[src/rtl/hazard_sequencer.sv]
// hazard_sequencer: pipeline load/flush/bubble control for the 5-stage LC-3b datapath.
// Latency: outputs are combinational from state + inputs (zero cycles); the state register updates on clk.
// Backpressure: a memory wait freezes every stage register; branch flushes beat load-use bubbles.
// Optional feature macro: HAZARD_PERF_CNT_EN (saturating performance counters).
module hazard_sequencer #(
  parameter int CNT_W = 16
) (
  input  logic             clk,
  input  logic             reset,
  input  logic [2:0]       id_sr1,
  input  logic [2:0]       id_sr2,
  input  logic             id_uses_sr1,
  input  logic             id_uses_sr2,
  input  logic [2:0]       ex_dr,
  input  logic             ex_is_load,
  input  logic             mem_br_taken,
  input  logic             imem_resp,
  input  logic             dmem_req,
  input  logic             dmem_resp,
  output logic             load_pc,
  output logic             load_if_id,
  output logic             load_id_ex,
  output logic             load_ex_mem,
  output logic             load_mem_wb,
  output logic             nop_id_ex,
  output logic             flush_if_id,
  output logic             flush_ex_mem,
  output logic             stall,
  output logic [CNT_W-1:0] perf_stall_cyc,
  output logic [CNT_W-1:0] perf_bubbles,
  output logic [CNT_W-1:0] perf_flushes
);

  typedef enum logic [1:0] {
    RUN       = 2'd0,
    LU_BUBBLE = 2'd1,
    REDIRECT  = 2'd2
  } state_t;

  state_t state;
  state_t next_state;

  logic mem_wait;
  logic hazard;

  // Any outstanding memory access freezes the whole pipe.
  assign mem_wait = ~imem_resp | (dmem_req & ~dmem_resp);

  // Load-use: EX is loading a register that the ID instruction reads; r0 is not special.
  assign hazard = ex_is_load &
                  ((id_uses_sr1 & (id_sr1 == ex_dr)) |
                   (id_uses_sr2 & (id_sr2 == ex_dr)));

  // State register; reset returns to RUN.
  always_ff @(posedge clk) begin
    if (reset) state <= RUN;
    else       state <= next_state;
  end

  // Next-state and stage-control decode, priority: reset > wait > branch > hazard.
  always_comb begin
    next_state   = RUN;
    load_pc      = 1'b1;
    load_if_id   = 1'b1;
    load_id_ex   = 1'b1;
    load_ex_mem  = 1'b1;
    load_mem_wb  = 1'b1;
    nop_id_ex    = 1'b0;
    flush_if_id  = 1'b0;
    flush_ex_mem = 1'b0;
    stall        = 1'b0;

    if (reset) begin
      // Load NOPs everywhere so in-flight instructions are discarded.
      nop_id_ex    = 1'b1;
      flush_if_id  = 1'b1;
      flush_ex_mem = 1'b1;
      stall        = 1'b1;
      next_state   = RUN;
    end else if (mem_wait) begin
      // Freeze; whatever was pending is re-evaluated once the wait ends.
      load_pc     = 1'b0;
      load_if_id  = 1'b0;
      load_id_ex  = 1'b0;
      load_ex_mem = 1'b0;
      load_mem_wb = 1'b0;
      stall       = 1'b1;
      next_state  = state;
    end else if (mem_br_taken) begin
      // Redirect from MEM: squash IF, ID and EX; a coincident hazard is flushed too.
      nop_id_ex    = 1'b1;
      flush_if_id  = 1'b1;
      flush_ex_mem = 1'b1;
      stall        = 1'b1;
      next_state   = REDIRECT;
    end else begin
      unique case (state)
        RUN: begin
          if (hazard) begin
            // Hold PC and IF/ID, push one bubble into EX.
            load_pc    = 1'b0;
            load_if_id = 1'b0;
            nop_id_ex  = 1'b1;
            stall      = 1'b1;
            next_state = LU_BUBBLE;
          end
        end
        // One normal cycle; ID holds either the stalled consumer or a flushed NOP.
        LU_BUBBLE: next_state = RUN;
        REDIRECT:  next_state = RUN;
        default:   next_state = RUN;
      endcase
    end
  end

`ifdef HAZARD_PERF_CNT_EN
  logic bump_stall;
  logic bump_bubble;
  logic bump_flush;

  assign bump_stall  = ~reset & mem_wait;
  assign bump_bubble = ~reset & ~mem_wait & (state == RUN) & (next_state == LU_BUBBLE);
  assign bump_flush  = ~reset & ~mem_wait & (next_state == REDIRECT);

  // Saturating event counters, cleared by reset.
  always_ff @(posedge clk) begin
    if (reset) begin
      perf_stall_cyc <= '0;
      perf_bubbles   <= '0;
      perf_flushes   <= '0;
    end else begin
      if (bump_stall  && (perf_stall_cyc != '1)) perf_stall_cyc <= perf_stall_cyc + 1'b1;
      if (bump_bubble && (perf_bubbles   != '1)) perf_bubbles   <= perf_bubbles + 1'b1;
      if (bump_flush  && (perf_flushes   != '1)) perf_flushes   <= perf_flushes + 1'b1;
    end
  end
`else
  assign perf_stall_cyc = '0;
  assign perf_bubbles   = '0;
  assign perf_flushes   = '0;
`endif

endmodule

[config.mk]
export PLATFORM = sky130hd
export DESIGN_NAME = hazard_sequencer
export DESIGN_NICKNAME = d
export VERILOG_FILES = /design/src/rtl/hazard_sequencer.sv
export SDC_FILE = /design/constraint.sdc
export NUM_CORES = 1
export LEC_CHECK = 0
export CAP_MARGIN = 20
export CELL_PAD_IN_SITES_DETAIL_PLACEMENT = 1
export CELL_PAD_IN_SITES_GLOBAL_PLACEMENT = 1
export CORE_ASPECT_RATIO = 0.75
export CORE_MARGIN = 8
export CORE_UTILIZATION = 16
export CTS_BUF_LIST = sky130_fd_sc_hd__clkbuf_2 sky130_fd_sc_hd__clkbuf_4 sky130_fd_sc_hd__clkbuf_8
export CTS_CLUSTER_SIZE = 16
export DETAILED_ROUTE_END_ITERATION = 7
export HOLD_SLACK_MARGIN = 0.05
export PLACE_DENSITY = 0.8
export REMOVE_ABC_BUFFERS = 1
export SLEW_MARGIN = 20
export SYNTH_ARGS = -nofsm -noshare
export SYNTH_HDL_FRONTEND = slang
export SYNTH_SLANG_ARGS = --single-unit
[constraint.sdc]
create_clock -name clk -period 2.2 [get_ports clk]
set_clock_uncertainty 0.1 [all_clocks]
set_input_delay 0.55 -clock clk [delete_from_list [all_inputs] [get_ports clk]]
set_output_delay 0.55 -clock clk [all_outputs]
set_load 0.01 [all_outputs]
==> flow_summary.yaml, run 1 <==
status:
  status: "finished clean"
placement:
  detailed_place_hpwl_mm: 1.675
  gp_congestion: 0.6649
  dpl_worst_slack_ps: -760.9
  portBuffers: 26
sta:
  period_share: 0.9967
  setup_tns_ps: 0
  count_of_endpoints_failing_hold_in_the_final_timing_report: 0
  rsz0062_at_grt: "true"
  max_freq_mhz: 456.1
  setup_viol: 0
  final.hold.worst_slack_ps: 346.0
  final.min_clock_period_ps: 2193
  timing_max_transition_violations_final: 0
  fin_ws_ps: 7.330
setup_path:
  worstSetupStartpoint: "dmem_req"
  cp_data_arrival_time_ps: 1540
  worstPathMaxFanout: 3
  crit_path_start_kind: "primary input"
  critical_path_required_ps: 1550
  reg2regPathDepth: 3
  crit-reg2reg-launch: "state[1]"
  end_kind: "output port"
  critPathKind: "primary input to output port"
finish:
  antenna_cells_inserted: 0
  layout.cells.most_common_list: "conb_1, buf_2, buf_4"
  largest_reg_flops: 2
  most_flops_register: "state"
  synthToLayoutAreaGrowth_pct: 33.54
  top_regs: "state x2"
  final_common_cell: "conb_1"
  fin_nets: 135
  post_route_cells_drive_above_1_share: 0.3478
synth:
  synth-seq-area-share: 0.06544
  ys_warn_count: 0
  synth.cell_area_sq_um: 611.8
  synthCells: 81
  ys_seq_elements: 2
  syn_area_per_cell_sq_um: 7.554
  synth_cell_types: 19
job:
  cap_viol_max_count: 0
clock_network:
  clkTransAtPathRegs_ps: 30
  clock_sink_count: 2
  cts_hold_buffers_added: 0
  tritoncts: "built"
  clock_tree.htree_level_count: 1
  clock_latency_ps: 210
  tritoncts.num_buffers: 3
  cts_root_buffer: "clkbuf_8"
  cts-root-to-sink-buffers: 2
power:
  p_leak_nw: 0.4374
  pwr_density_cell_nw_per_um2: 399.3
  ir_worst_vdd_uv: 111.4
route:
  drt_pre_antenna_iters: 2
  viasPerCell: 2.725
  ant_nets: 0
  routed-via-count: 455
  post_route_drc: 0
  detail_route.iter0.violations: 7
  detail_route.wirelength_mm: 1.789
  routedWlPerCell_microns: 10.71
floorplanning:
  core_area_sq_um: 3661
  dieArea_sq_um: 6079
  core.rowCount: 19
  die_w_microns: 87.41
  die_y_microns: 69.56
  initial_core_util: 0.1671
  num_io_pins: 75
global_route:
  grt_max_degree: 5
  grt.total_usage: 0.05656
  first_pass_grt_wire_length_mm: 2.622
  initial_antenna_violation_count: 0
  remaining_overflow_grt: 0
  first_global_vias: 507
min_path:
  holdCritPathClass: "flip-flop to flip-flop"
  timing.hold.worst_path_depth: 2
  timing.hold.worst.start: "state[1]"
-- per-layer routing --
metal | vias to the layer above | share of wire | global-route usage
li1 | 227 | - | -
met1 | 209 | 0.27 | 0.03846
met2 | 15 | 0.67 | 0.1233
met3 | 4 | 0.027 | 0.008284
met4 | 0 | 0.030 | 0.04563
met5 | - | 0 | 0
-- cells by family (layout without fill, tap and decap cells) --
kind of cell,count (synthesis),in the layout,share of synthesized area
xor+xnor,6,6,0.08589
simple gates,9,9,0.07770
other cells,1,48,0.006129
compound gates,9,9,0.1145
flops,2,2,0.06544
buf+inv,54,41,0.6503
-- power breakdown --
group | total, W | switching [W] | internal (W)
sequential | 0.0000384 | 0.000000549 | 0.0000379
combinational | 0.000144 | 0.0000826 | 0.0000618
clock | 0.000143 | 0.0000278 | 0.000116
-- stage by stage --
step	util	instances	area, sq um	total power, W
after global routing	0.2232	167	817.0	0.0003450
after detailed placement	0.2139	162	783.3	0.0001836
after CTS	0.2218	167	812.0	0.0003248
final	0.2232	167	817.0	0.0003263
after global placement	0.2139	162	783.3	0.0001805
after floorplan	-	76	397.9	0.0001065
-- Yosys cell counts --
cell	n	area (sq um)
a21oi_1	1	5.000
buf_4	52	390.4
o21a_1	1	7.510
a21oi_2	1	8.760
nor3_1	1	5.000
and4_1	1	8.760
and4_4	1	11.26
nand2_1	5	18.77
o211ai_2	1	12.51
inv_1	2	7.510
conb_1	1	3.750
xnor2_1	6	52.55
o21ai_1	1	5.000
a21bo_1	1	10.01
nor2_1	1	3.750
o2111ai_1	1	8.760
a21boi_1	1	7.510
o21ai_0	1	5.000
dfxtp_1	2	40.04
-- what timing repair did --
| action | CTS | global route |
|---|---|---|
| pin swaps | 12 | 3 |
| setup endpoints to repair | 9 | 3 |
| gates resized for setup | 84 | 6 |
| setup buffers | 2 | 0 |
-- worst max-delay path: stages --
cell and delay [ps]:
buf_6 70, inv_4 20, o21a_1 200, a21oi_2 190, buf_4 140, a21bo_1 220, buf_2 150
-- final timing paths --
check / to / slack, ps
setup reg to reg: state[0] / 1270
hold reg to reg: state[1] / 350
hold / removal: state[1] / 350
setup / recovery: load_pc / 7
-- area by class of cell --
class | count | area (sq um)
multi-input cells | 72 | 387.9
well taps | 52 | 65.06
clock buffers | 3 | 41.29
fillers | 477 | 2844
repair buffers | 36 | 272.8
inverters | 2 | 10.01
flip-flops and latches | 2 | 40.04
Power figures use the tool's default switching activity.
==> run 2, diff against run 1 <==
--- a/config.mk
+++ b/config.mk
@@ -14,8 +14,10 @@
 export CTS_BUF_LIST = sky130_fd_sc_hd__clkbuf_2 sky130_fd_sc_hd__clkbuf_4 sky130_fd_sc_hd__clkbuf_8
 export CTS_CLUSTER_SIZE = 16
 export DETAILED_ROUTE_END_ITERATION = 7
+export GPL_TIMING_DRIVEN = 0
 export HOLD_SLACK_MARGIN = 0.05
 export PLACE_DENSITY = 0.8
+export RECOVER_POWER = 50
 export REMOVE_ABC_BUFFERS = 1
 export SLEW_MARGIN = 20
 export SYNTH_ARGS = -nofsm -noshare
==> run 2 against run 1 <==
Compared with the run above: final cell count down 2.4%; power down 1.5%; core utilization down 0.58 points; hold slack better by 14 ps; via count down 2.6%; sequential share of layout area up 0.13 points; critical path depth down 2; first-iteration DRC count up 100%; maximum frequency up 1.3%; critical path type unchanged; highest routed layer unchanged.
==> flow_summary.yaml, run 2 (synthesis gave the netlist of run 1 again) <==
status:
  status: "finished clean"
placement:
  gp_congestion: 0.6699
  dpl_worst_slack_ps: -759.0
  detailed_place_hpwl_mm: 1.582
  portBuffers: 26
  placed_cells: 154
finish:
  fin_nets: 131
  layout.cells.most_common_list: "conb_1, buf_2, nand2_1, dlygate4sd2_1"
  post_route_cells_drive_above_1_share: 0.3423
  final_common_cell: "conb_1"
  final_core_util: 0.2174
  top_regs: "state x2"
  largest_reg_flops: 2
  most_flops_register: "state"
  synthToLayoutAreaGrowth_pct: 30.06
  multi_input_area_sq_um: 410.4
  final_cell_count_no_fill: 163
  register_area_sq_um: 40.04
  antenna_cells_inserted: 0
  fillerInstances: 465
sta:
  max_freq_mhz: 462.1
  final.min_clock_period_ps: 2164
  setup_viol: 0
  count_of_endpoints_failing_hold_in_the_final_timing_report: 0
  timing_max_transition_violations_final: 0
  fin_ws_ps: 36.14
  period_share: 0.9836
  setup_tns_ps: 0
setup_path:
  cp_data_arrival_time_ps: 1510
  timing.reg2reg.setup_slack_ps: 1140
  path_delay_family: "compound AO/OA/AOI/OAI gates"
  critPathKind: "primary input to output port"
  crit-reg2reg-launch: "state[1]"
  reg2regPathDepth: 3
  critical_path.cell_chain: "dlygate4sd2_1 > o21a_4 > a21oi_4 > a21bo_1 > buf_2"
  worstSetupStartpoint: "imem_resp"
  cpMaxStageDelayCell: "dlygate4sd2_1"
  critical_path_required_ps: 1550
  crit_path_start_kind: "primary input"
  end_kind: "output port"
  cp_slowest_stage_delay_ps: 260
  timing.rr.end: "state[0]"
  worstPathMaxFanout: 5
  critPathBufInv: 2
min_path:
  timing.hold.worst.start: "state[0]"
  holdCritPathClass: "flip-flop to flip-flop"
  timing.hold.worst_path_depth: 2
  timing.hold.worst_endpoint: "state[0]"
route:
  ant_nets: 0
  routedWlPerCell_microns: 11.29
  routed-via-count: 443
  detail_route.wirelength_mm: 1.840
  post_route_drc: 0
  drt_pre_antenna_iters: 3
  detail_route.iter0.violations: 14
  viasPerCell: 2.718
global_route:
  initial_antenna_violation_count: 0
  grt_max_degree: 6
  remaining_overflow_grt: 0
  grt.total_usage: 0.05772
  first_pass_grt_wire_length_mm: 2.656
  first_global_vias: 494
floorplanning:
  dieArea_sq_um: 6079
  die_w_microns: 87.41
  num_io_pins: 75
  die_y_microns: 69.56
  core.rowCount: 19
  core_area_sq_um: 3661
  initial_core_util: 0.1671
power:
  p_leak_nw: 0.4272
  ir_worst_vdd_uv: 152.9
  pwr_density_cell_nw_per_um2: 403.9
clock_network:
  clock_tree.htree_level_count: 1
  clock_sink_count: 2
  tritoncts: "built"
  cts_hold_buffers_added: 0
  cts_root_buffer: "clkbuf_8"
  tritoncts.num_buffers: 3
  cts-root-to-sink-buffers: 2
  clock_latency_ps: 210
  clkTransAtPathRegs_ps: 30
job:
  cap_viol_max_count: 0
run 2: how the worst max path moves through the flow:
stage                 endpoint  slack [ps]  cells past startpoint
finish              load_if_id          40                      5
global route        load_if_id          -5                      5
CTS                 load_if_id           4                      4
detailed placement   nop_id_ex        -760                      6
global placement     nop_id_ex        -730                      6
floorplan           load_if_id         280                      4
run 2: layout make-up:
| cell class | count | area share |
|---|---|---|
| well taps | 52 | 0.08176 |
| clock buffers | 3 | 0.05189 |
| inverters | 2 | 0.009434 |
| repair buffers | 32 | 0.2909 |
| multi-input cells | 72 | 0.5157 |
| flip-flops and latches | 2 | 0.05031 |
run 2: what timing repair did:
item,in CTS,in global routing
pin swaps,12,5
resized for setup,87,10
setup buffers,3,3
endpoints found under the setup margin,9,7
run 2: worst reg2reg max path, stage by stage, from the launching register on:
cell	delay, ps
dfxtp_1	300
nor2_1	260
o2111ai_1	160
a21boi_0	170
run 2: power breakdown:
part,leakage (nW),total (W),switching (W),internal (W)
sequential,0.0163,0.0000385,0.000000593,0.0000379
combinational,0.389,0.000139,0.0000844,0.0000550
clock,0.0216,0.000144,0.0000279,0.000116
total,0.427,0.000321,0.000113,0.000208
run 2: metrics by stage:
step	total power [W]	instance area, sq um	hold WS [ps]
after CTS	0.0003137	775.7	349.3
after detailed placement	0.0001698	723.2	345.8
after floorplan	0.0001065	397.9	330.7
after global routing	0.0003407	795.8	365.2
after global placement	0.0001675	723.2	341.4
final	0.0003214	795.8	359.7
run 2: metal layers:
layer  up-vias  wire, microns  track usage
met1       206            485      0.03906
met2        15           1263       0.1292
met4         0             42      0.03992
met5         -              0            0
li1        218              -            -
met3         4             49     0.008284
==> run 3, diff against run 2 <==
--- a/config.mk
+++ b/config.mk
@@ -8,16 +8,16 @@
 export CAP_MARGIN = 20
 export CELL_PAD_IN_SITES_DETAIL_PLACEMENT = 1
 export CELL_PAD_IN_SITES_GLOBAL_PLACEMENT = 1
-export CORE_ASPECT_RATIO = 0.75
 export CORE_MARGIN = 8
-export CORE_UTILIZATION = 16
+export CORE_UTILIZATION = 39
 export CTS_BUF_LIST = sky130_fd_sc_hd__clkbuf_2 sky130_fd_sc_hd__clkbuf_4 sky130_fd_sc_hd__clkbuf_8
 export CTS_CLUSTER_SIZE = 16
 export DETAILED_ROUTE_END_ITERATION = 7
+export DONT_BUFFER_PORTS = 1
 export GPL_TIMING_DRIVEN = 0
 export HOLD_SLACK_MARGIN = 0.05
-export PLACE_DENSITY = 0.8
-export RECOVER_POWER = 50
+export PLACE_DENSITY = 0.79
+export RECOVER_POWER = 100
 export REMOVE_ABC_BUFFERS = 1
 export SLEW_MARGIN = 20
 export SYNTH_ARGS = -nofsm -noshare
==> run 3 against run 2 <==
Compared with the run above: sequential power hardly changed; global-route usage is 2.5 points higher; routed wire length is 27% lower; sequential share of layout area is 4.1 points higher; critical path type unchanged; critical endpoint is now nop_id_ex; largest power group unchanged; highest routed layer is now met3.
==> flow_summary.yaml, run 3 (synthesis gave the netlist of run 1 again) <==
status:
  status: "finished clean"
clock_network:
  clock_latency_ps: 220
  tritoncts: "built"
  cts.repair.resized: 0
  cts_root_buffer: "clkbuf_4"
  post-cts-setup-buffer-count: 0
  clkTransAtPathRegs_ps: 30
  clock_sink_count: 2
  clock_tree.htree_level_count: 1
  cts-root-to-sink-buffers: 2
  tritoncts.num_buffers: 3
  cts_hold_buffers_added: 0
floorplanning:
  initial_core_util: 0.4109
  core_area_sq_um: 1489
  die_y_microns: 55.61
  core.rowCount: 14
  num_io_pins: 75
  dieArea_sq_um: 3092
  die_w_microns: 55.61
global_route:
  grt.met1_usage: 0.07161
  initial_antenna_violation_count: 0
  first_global_vias: 430
  gr-max-usage-layer: "met2"
  remaining_overflow_grt: 0
  grtUsageMet3: 0.05936
  grt.total_usage: 0.08249
  met2_usage: 0.1282
  first_pass_grt_wire_length_mm: 2.028
  grt_max_degree: 6
finish:
  synthToLayoutAreaGrowth_pct: -28.02
  final_area_sq_um: 440.4
  fin_nets: 99
  final_common_cell: "conb_1"
  largest_reg_flops: 2
  multi_input_area_sq_um: 350.3
  antenna_cells_inserted: 0
  post_route_cells_drive_above_1_share: 0.07595
  layout.cells.most_common_list: "conb_1, xnor2_1, nand2_1"
  fillerInstances: 214
  register_area_sq_um: 40.04
  top_regs: "state x2"
  final_cell_count_no_fill: 95
  most_flops_register: "state"
power:
  p_leak_nw: 0.2403
  ir_worst_vdd_uv: 157.7
  pwr_density_cell_nw_per_um2: 445.9
  power_consumption_w: 0.0001964
route:
  routedWlPerCell_microns: 14.05
  viasPerCell: 3.621
  ant_nets: 0
  post_route_drc: 0
  detail_route.iter0.violations: 1
  detail_route.wirelength_mm: 1.335
  drt_pre_antenna_iters: 3
  routed-via-count: 344
placement:
  placed_cell_area_sq_um: 417.9
  gp_congestion: 0.5745
  detailed_place_hpwl_mm: 1.257
  placed_cells: 92
  portBuffers: 0
setup_path:
  crit_path_start_kind: "primary input"
  critical_path_required_ps: 1550
  end_kind: "output port"
  cp_data_arrival_time_ps: 1410
  worstPathMaxFanout: 3
  critPathKind: "primary input to output port"
sta:
  count_of_endpoints_failing_hold_in_the_final_timing_report: 0
  setup_viol: 0
  tightest_slew_ps: 502.8
  maxSlewHeadroom: 0.6613
  setup_tns_ps: 0
  period_share: 0.9358
  final.min_clock_period_ps: 2059
  max_freq_mhz: 485.7
  final.hold.worst_slack_ps: 303.9
  timing_max_transition_violations_final: 0
  rsz0062_at_grt: "false"
job:
  cap_viol_max_count: 0
min_path:
  holdCritPathClass: "primary input to flip-flop"
## run 3: per-layer routing
layer	up-vias	routed length (microns)
met5	-	0
met3	0	183
met2	41	688
met4	0	0
met1	148	462
li1	155	-
## run 3: worst max-delay path, cell delays in order
cell and delay (ps):
xnor2_1 140, and4_4 250, o211ai_2 120, o21ai_0 350
## run 3: layout make-up
class                      count  area share
inverter                       2     0.01705
tap                           16     0.04545
sequential                     2     0.09091
clock buffer                   3     0.05114
multi-input combinational     72      0.7955
## run 3: power breakdown
group           total, W  switching (W)  internal, W
Combinational  0.0000773      0.0000618    0.0000155
Sequential     0.0000385    0.000000664    0.0000378
Clock          0.0000806      0.0000205    0.0000602
Total           0.000196      0.0000829     0.000114
## run 3: worst paths after layout
path | cells after the start | end | startpoint | slack (ps)
max | 4 | nop_id_ex | ex_dr[0] | 140
max reg2reg | 3 | state[0] | state[1] | 1270
min | 1 | state[1] | reset | 300
min reg2reg | 2 | state[1] | state[1] | 360
## run 3: metrics by stage
stage / util / setup WS [ps]
floorplan: - / 281.3
global placement: 0.2807 / 189.2
detailed placement: 0.2807 / 174.0
CTS: 0.2958 / 173.4
global route: 0.2958 / 69.04
finish: 0.2958 / 141.2
==> RTL change, RTL diff (config.mk and constraints of run 3) <==
The parameter `CNT_W` goes from 16 to 18.
--- a/src/rtl/hazard_sequencer.sv
+++ b/src/rtl/hazard_sequencer.sv
@@ -5,3 +5,3 @@
 module hazard_sequencer #(
-  parameter int CNT_W = 16
+  parameter int CNT_W = 18
 ) (
Ports: changed (resized perf_bubbles, perf_flushes and perf_stall_cyc); port bits go from 75 to 81. The function was not compared with the original's and may differ.
==> RTL change against run 3 <==
Global-route usage is 0.97 points lower; worst setup slack worse by 33 ps; design area is 4.5% higher; routed wire length fell by 0.45%; total power up 0.49%; sequential cell count stayed put; maximum frequency down 1.6%; area after synthesis is 7.4% higher; largest cell class unchanged; largest power group is now combinational logic.
==> RTL change: results <==
{
  "grt_pass1_wl_mm": 1.980,
  "netSwitchingPower_uw": 84.26,
  "synth_mux_area_share_pct": 0,
  "dpl.hpwl_mm": 1.273,
  "fin_nets": 105,
  "worst_hold_path.endpoint": "state[1]$_SDFFE_PP0P_",
  "combPwrFrac_pct": 41.0,
  "reg2reg_from": "state[1]$_SDFFE_PP0P_",
  "drive_above_1_share_pct": 5.882,
  "cp.arrival_ps": 1440,
  "multi_input_cells": 78,
  "cp-endpoint": "load_if_id",
  "synth_compound_area_share_pct": 10.67,
  "ir_worst_vdd_mv": 0.2083,
  "buffers_excl_clock": 0,
  "netlist_top_cells_area": "buf_4 66%, xnor2_1 8.0%, dfxtp_1 6.1%",
  "status": "finished, final reports clean",
  "nFillCells": 231,
  "synth_common_cells": "58 x buf_4, 6 x xnor2_1, 5 x nand2_1",
  "crit_path_start": "dmem_req",
  "yosysWarnings": 0,
  "power_frac_clock_pct": 39.5,
  "yosysSeqAreaShare_pct": 6.095,
  "p_leak_nw": 0.2595,
  "dr_total_vias": 352,
  "worst-path-max-fanout": 5,
  "drt_iter0_markers": 4,
  "slew_headroom_pct": 63.34,
  "drtPass1Iterations": 2,
  "synth_xor_area_share_pct": 8.000,
  "wl_per_cell_um": 13.03,
  "clock_cell_area_share_pct": 4.891,
  "gp_congestion": 0.5979,
  "grt_use_total_pct": 7.280,
  "hold_ws_ps": 297.7
}
## RTL change: routing by layer
metal | global-route usage [%] | wire length [um] | part of all wire (%)
met1 | 5.076 | 378 | 28
met4 | 2.013 | 0 | 0
met2 | 13.80 | 758 | 57
met3 | 6.208 | 192 | 14
met5 | 0 | 0 | 0
## RTL change: critical path, stage by stage
cell and delay, ps:
inv_1 30, o21a_1 220, a21oi_1 310, a21bo_1 330
## RTL change: per-stage QoR
stage / worst slack, ps / power [mW] / instance area (um2) / cells
6_report: 107.7 / 0.1974 / 460.4 / 102
5_1_grt: 30.15 / 0.2143 / 460.4 / 102
4_1_cts: 140.2 / 0.1990 / 464.2 / 102
3_5_place_dp: 137.6 / 0.1163 / 441.7 / 99
3_3_place_gp: 155.8 / 0.1151 / 441.7 / 99
2_1_floorplan: 281.3 / 0.1109 / 420.4 / 82
